===== src/rtl/icache_dm.sv =====
// Direct-mapped read-only instruction cache: combinational hit path in front
// of a word-wide memory, with a two-state line-fill engine on misses.
module icache_dm #(
  parameter int LINES = 16,
  parameter int WORDS = 4
) (
  input  logic        clk,
  input  logic        reset,
  input  logic [31:0] pcF,
  input  logic        invalidate,
  output logic [31:0] instrF,
  output logic        stallF,
  output logic        mem_req,
  output logic [31:0] mem_addr,
  input  logic        mem_ready,
  input  logic [31:0] mem_rdata,
  output logic [31:0] hit_count,
  output logic [31:0] miss_count
);

  localparam int OFFW  = $clog2(WORDS);
  localparam int IDXW  = $clog2(LINES);
  localparam int TAGW  = 32 - IDXW - OFFW - 2;
  localparam int BASEW = TAGW + IDXW;

  typedef enum logic {IDLE, FILL} state_t;

  // state is the observable FSM state for checkers
  state_t state, state_nx;

  logic [OFFW-1:0]  word, cnt, cnt_nx;
  logic [IDXW-1:0]  idx, fill_idx;
  logic [TAGW-1:0]  tag, fill_tag;
  logic [BASEW-1:0] fill_base, fill_base_nx;
  logic             hit, beat, last, hit_inc, miss_inc;
  logic             unused_pc_bits;

  logic [31:0]      data_arr [LINES*WORDS];
  logic [TAGW-1:0]  tag_arr  [LINES];
  logic [LINES-1:0] valid;

  assign word     = pcF[OFFW+1:2];
  assign idx      = pcF[IDXW+OFFW+1:OFFW+2];
  assign tag      = pcF[31:IDXW+OFFW+2];
  assign fill_idx = fill_base[IDXW-1:0];
  assign fill_tag = fill_base[BASEW-1:IDXW];
  assign unused_pc_bits = ^pcF[1:0];

  assign hit    = (state == IDLE) && valid[idx] && (tag_arr[idx] == tag);
  assign stallF = !hit;
  assign instrF = hit ? data_arr[{idx, word}] : 32'h0;

  // Fill handshake: mem_req stays high with a stable mem_addr until a cycle
  // with mem_ready=1; that cycle transfers one beat and mem_rdata is taken
  // on the same edge. A request is never withdrawn except by invalidate/reset.
  assign mem_req  = (state == FILL);
  assign mem_addr = mem_req ? {fill_base, cnt, 2'b00} : 32'h0;
  assign beat     = mem_req && mem_ready;
  assign last     = beat && (cnt == OFFW'(WORDS - 1));

  always_comb begin
    state_nx     = state;
    cnt_nx       = cnt;
    fill_base_nx = fill_base;
    hit_inc      = 1'b0;
    miss_inc     = 1'b0;
    case (state)
      IDLE: begin
        if (hit) begin
          hit_inc = 1'b1;
        end else if (!invalidate) begin
          fill_base_nx = {tag, idx};
          cnt_nx       = '0;
          miss_inc     = 1'b1;
          state_nx     = FILL;
        end
      end
      FILL: begin
        if (invalidate) begin
          state_nx = IDLE;
          cnt_nx   = '0;
        end else if (beat) begin
          cnt_nx = cnt + 1'b1;
          if (last) state_nx = IDLE;
        end
      end
      default: state_nx = IDLE;
    endcase
  end

  always_ff @(posedge clk or posedge reset) begin
    if (reset) begin
      state      <= IDLE;
      cnt        <= '0;
      fill_base  <= '0;
      valid      <= '0;
      hit_count  <= 32'h0;
      miss_count <= 32'h0;
    end else begin
      state     <= state_nx;
      cnt       <= cnt_nx;
      fill_base <= fill_base_nx;
      if (hit_inc)  hit_count  <= hit_count + 32'h1;
      if (miss_inc) miss_count <= miss_count + 32'h1;
      // invalidate wins over the valid set of a completing fill
      if (invalidate)  valid           <= '0;
      else if (last)   valid[fill_idx] <= 1'b1;
    end
  end

  // Line storage carries no reset; valid bits alone qualify its contents.
  always_ff @(posedge clk) begin
    if (beat && !invalidate) data_arr[{fill_idx, cnt}] <= mem_rdata;
    if (last && !invalidate) tag_arr[fill_idx]         <= fill_tag;
  end

endmodule

===== config.mk =====
export PLATFORM = sky130hd
export DESIGN_NAME = icache_dm
export DESIGN_NICKNAME = d
export VERILOG_FILES = /design/src/rtl/icache_dm.sv
export SDC_FILE = /design/constraint.sdc
export NUM_CORES = 2
export LEC_CHECK = 0
export BUFFER_PORTS_ARGS = -buffer_cell sky130_fd_sc_hd__buf_2
export CAP_MARGIN = 40
export CORE_ASPECT_RATIO = 0.75
export CORE_MARGIN = 10
export CORE_UTILIZATION = 55
export CTS_BUF_LIST = sky130_fd_sc_hd__clkbuf_16
export CTS_CLUSTER_SIZE = 20
export DETAILED_ROUTE_END_ITERATION = 8
export PLACE_DENSITY = 0.71
export SLEW_MARGIN = 20
export SYNTH_ARGS = -nofsm -noshare
export SYNTH_HDL_FRONTEND = slang
export SYNTH_SLANG_ARGS = --single-unit

===== constraint.sdc =====
create_clock -name clk -period 3.3 [get_ports clk]
set_input_delay 0.33 -clock clk [delete_from_list [all_inputs] [get_ports clk]]
set_output_delay 0.33 -clock clk [all_outputs]
set_load 0.01 [all_outputs]

==> qor.csv <==
metric,value,unit
Post-synth EDFFs,2432,
vias in the first global route,49229,
crit path max fanout,6,
Most used DFF post-synth,edfxtp_1,
worst setup margin,-896,ps
CTS Buf Count,225,
Clock Power Share,39.9,%
P_leak,38.7,nW
Startpoint Class,flip-flop,
DRT Wirelength,248000,um
Worst Reg-to-Reg Cells,15,
Logic pwr share,5.6,%
"CTS clk-pin slew, worst paths",70,ps
Worst VDD drop,0.560,mV
H-tree depth,4,
top achievable clock speed,238,MHz
clock tree buffer depth,3,
Site Rows,134,
antenna violations before repair,12,
Sw Share,21.0,%
max_cap viols,0,
Seq pwr share,54.5,%
failing checks,negative setup slack,
grt total ovfl,0,
main combinational cell family by area after synthesis,multiplexers,
hpwl dp,147000,um
Post-Synth Adder-Cell Area,0.0382,%
Fill cells,11118,
CTS tree,yes,
Max-Slew Margin vs Limit,47.3,%
post-route ant nets,0,
worst setup path category,flip-flop to output pin,
"Cell Area, Synth",0.0984,mm^2
multiplexer share of the synthesized area,18.1,%
WP data arrival,3870,ps
vias,48882,
Sw Pwr,0.0138,W
final hold vios,0,
I/O Buffers,193,
Residual DRC,0,
RSZ-0062 raised after global routing,yes,
post-place setup slack,-408,ps
placed inst area,0.107,mm^2
Root Driver,clkbuf_16,
core box area,0.178,mm^2
P per Cell Area,568,mW/mm^2
"most common cell after layout, fill and taps aside",edfxtp_1,
status,finished with violations,
RR Startpoint,tag_arr[5][6],
clock latency on the worst-skew pair,860,ps
Via-to-Cell Ratio,6.51,
Syn Inst Count,4232,
clk_skew,33.3,ps
Ys Warns,0,
wire per inst,33.0,um
critical path endpoint category,output pin,
Synth Area in Compound Gates,0.846,%
TritonRoute pass-1 iters,6,
clock sinks,2543,
Post-Synth XOR/XNOR Area,0.864,%
P_int,0.0521,W
Area Overhead vs Synth,18.0,%
wire length of the first global-routing pass,356000,um
FF-to-FF setup slack,-340,ps
Die Span Y,386,um
die area,0.196,mm^2
fin crit share,127,%
I/O pins,198,
endpoints failing setup,124,
Nets,4998,
Synth Area in Simple Gates,2.03,%
Crit path required time,2970,ps
#FFs+latches synth,2543,
GRT Total Usage,25.2,%
sequential share of the synthesized area,77.1,%
Yosys cell types,61,
reg2reg end,hit_count[7],
pin count of the biggest net entering global routing,58,
worst-margin pin slew,788,ps
initial core utilization,55.3,%
fin area,0.116,mm^2
Slew Limit Fails,0,
Final GP Congestion,0.829,
Power Total,0.0659,W
HP Class,primary input to async pin,
Async SR Flop Fraction,4.36,%
initial DRC count,6426,
Post-Syn Area per Cell,23.2,um^2
fin crit period,4200,ps
Die Wd,508,um
share of cells above drive strength 1,36.7,%
most frequent cells in the layout,"edfxtp_1 (2432), mux4_2 (728), buf_4 (285)",
-- cells by family after synthesis --
group,Yosys count
AND/OR/NAND/NOR,381
multiplexers,861
other,1
adder cells (fa/ha/maj),3
XOR/XNOR,97
buffers and inverters,237
flip-flops,2543
AO/OA/AOI/OAI,109
-- stage by stage --
step / std cells / utilization (%) / TNS, ps / hold slack (ps)
6_report: 7509 / 65.2 / -44300 / 59.1
5_1_grt: 7506 / 65.2 / -51570 / 51.0
4_1_cts: 7503 / 65.1 / -50720 / 1.32
3_5_place_dp: 6997 / 60.0 / -33740 / 390
3_3_place_gp: 6962 / 59.6 / -23500 / 459
2_1_floorplan: 4233 / - / -299 / 396
-- cell type report --
type / instances / area (um^2) / area share [%]
Antenna cell: 4 / 10.0 / 0.00863
Clock buffer: 234 / 5860 / 5.05
Clock inverter: 191 / 1570 / 1.35
Inverter: 13 / 56.3 / 0.0485
Multi-Input combinational cell: 1453 / 22700 / 19.6
Sequential cell: 2543 / 75800 / 65.3
Tap cell: 2380 / 2980 / 2.57
Timing Repair Buffer: 691 / 7030 / 6.06
-- how the worst max path moves through the flow --
| stage | from | endpoint | slack, ps | cells past startpoint |
|---|---|---|---|---|
| finish | tag_arr[5][6] | instrF[28] | -900 | 12 |
| CTS | tag_arr[5][6] | instrF[26] | -890 | 12 |
| floorplan | pcF[5] | instrF[10] | -30 | 11 |
| detailed placement | pcF[5] | instrF[9] | -410 | 14 |
| global placement | pcF[4] | instrF[26] | -370 | 10 |
| global route | tag_arr[5][6] | instrF[5] | -960 | 12 |
-- per-layer routing --
metal	vias up	global-route usage [%]	share of wire (%)	wire length, um
met4	10	6.47	2.5	6190
met3	407	7.63	12	30100
met2	3004	37.7	46	114000
met1	26072	36.7	39	97100
met5	-	0	0.021	53
li1	19389	-	-	-
-- state kept, by name (all words and copies together) (netlist names) --
name	flops
mem_req	1
miss_count	32
fill_base	28
tag_arr	384
cnt	2
valid	16
data_arr	2048
hit_count	32
-- critical path, stage by stage (launching register included) --
cell,delay (ps)
edfxtp_1,420
mux4_2,520
mux2i_2,210
xor2_1,180
nand3_1,80
o31a_1,340
a2111oi_4,290
nand4_4,170
buf_12,180
buf_12,140
buf_16,140
a211oi_2,150
buf_2,160
-- Yosys cell counts (2+ instances only) --
library cell / count / area share (%)
and4_1: 5 / 0.045
dfrtp_1: 111 / 2.8
edfxtp_1: 2432 / 74
a21oi_1: 7 / 0.036
mux2_2: 40 / 0.46
nor3b_1: 3 / 0.023
a31oi_1: 5 / 0.032
o211ai_1: 2 / 0.015
or3_1: 2 / 0.013
a32o_1: 2 / 0.020
or3b_2: 2 / 0.018
mux4_2: 728 / 17
buf_1: 24 / 0.092
mux2i_1: 93 / 0.95
a211oi_1: 33 / 0.25
a22oi_1: 15 / 0.11
a21o_1: 16 / 0.12
o22ai_1: 2 / 0.013
buf_6: 7 / 0.080
and2_1: 44 / 0.28
nand2_1: 45 / 0.17
xor2_1: 54 / 0.48
nand3b_1: 5 / 0.038
and3_1: 29 / 0.18
ha_1: 3 / 0.038
nor2_1: 108 / 0.41
inv_1: 11 / 0.042
nand4_1: 19 / 0.12
nand3_1: 46 / 0.23
a2bb2oi_1: 2 / 0.018
a221oi_1: 3 / 0.027
nor4_2: 4 / 0.051
clkbuf_1: 136 / 0.52
a22o_1: 4 / 0.036
nor3_1: 26 / 0.13
buf_2: 46 / 0.23
o21ai_0: 7 / 0.036
nand2b_1: 4 / 0.025
nor2b_1: 32 / 0.20
xnor2_1: 43 / 0.38
buf_4: 10 / 0.076
a2111oi_0: 3 / 0.027
-- what timing repair did --
action	4_1_cts	5_1_grt
endpoints found under the setup margin	99	124
buffers inserted	18	1
pin swaps	53	7
gates resized for setup	125	45
cloned	8	2
endpoints found under the hold margin	838	0
hold buffers	56	0
-- power by group through the flow --
stage | combinational [W] | clock, W | sequential, W
6_report | 0.00371 | 0.0263 | 0.0359
5_1_grt | 0.00393 | 0.0279 | 0.0360
4_1_cts | 0.00368 | 0.0266 | 0.0359
3_5_place_dp | 0.00357 | 0 | 0.0366
3_3_place_gp | 0.00339 | 0 | 0.0366
2_1_floorplan | 0.00187 | 0 | 0.0365
Note: power is estimated with default switching activity, not from simulation.
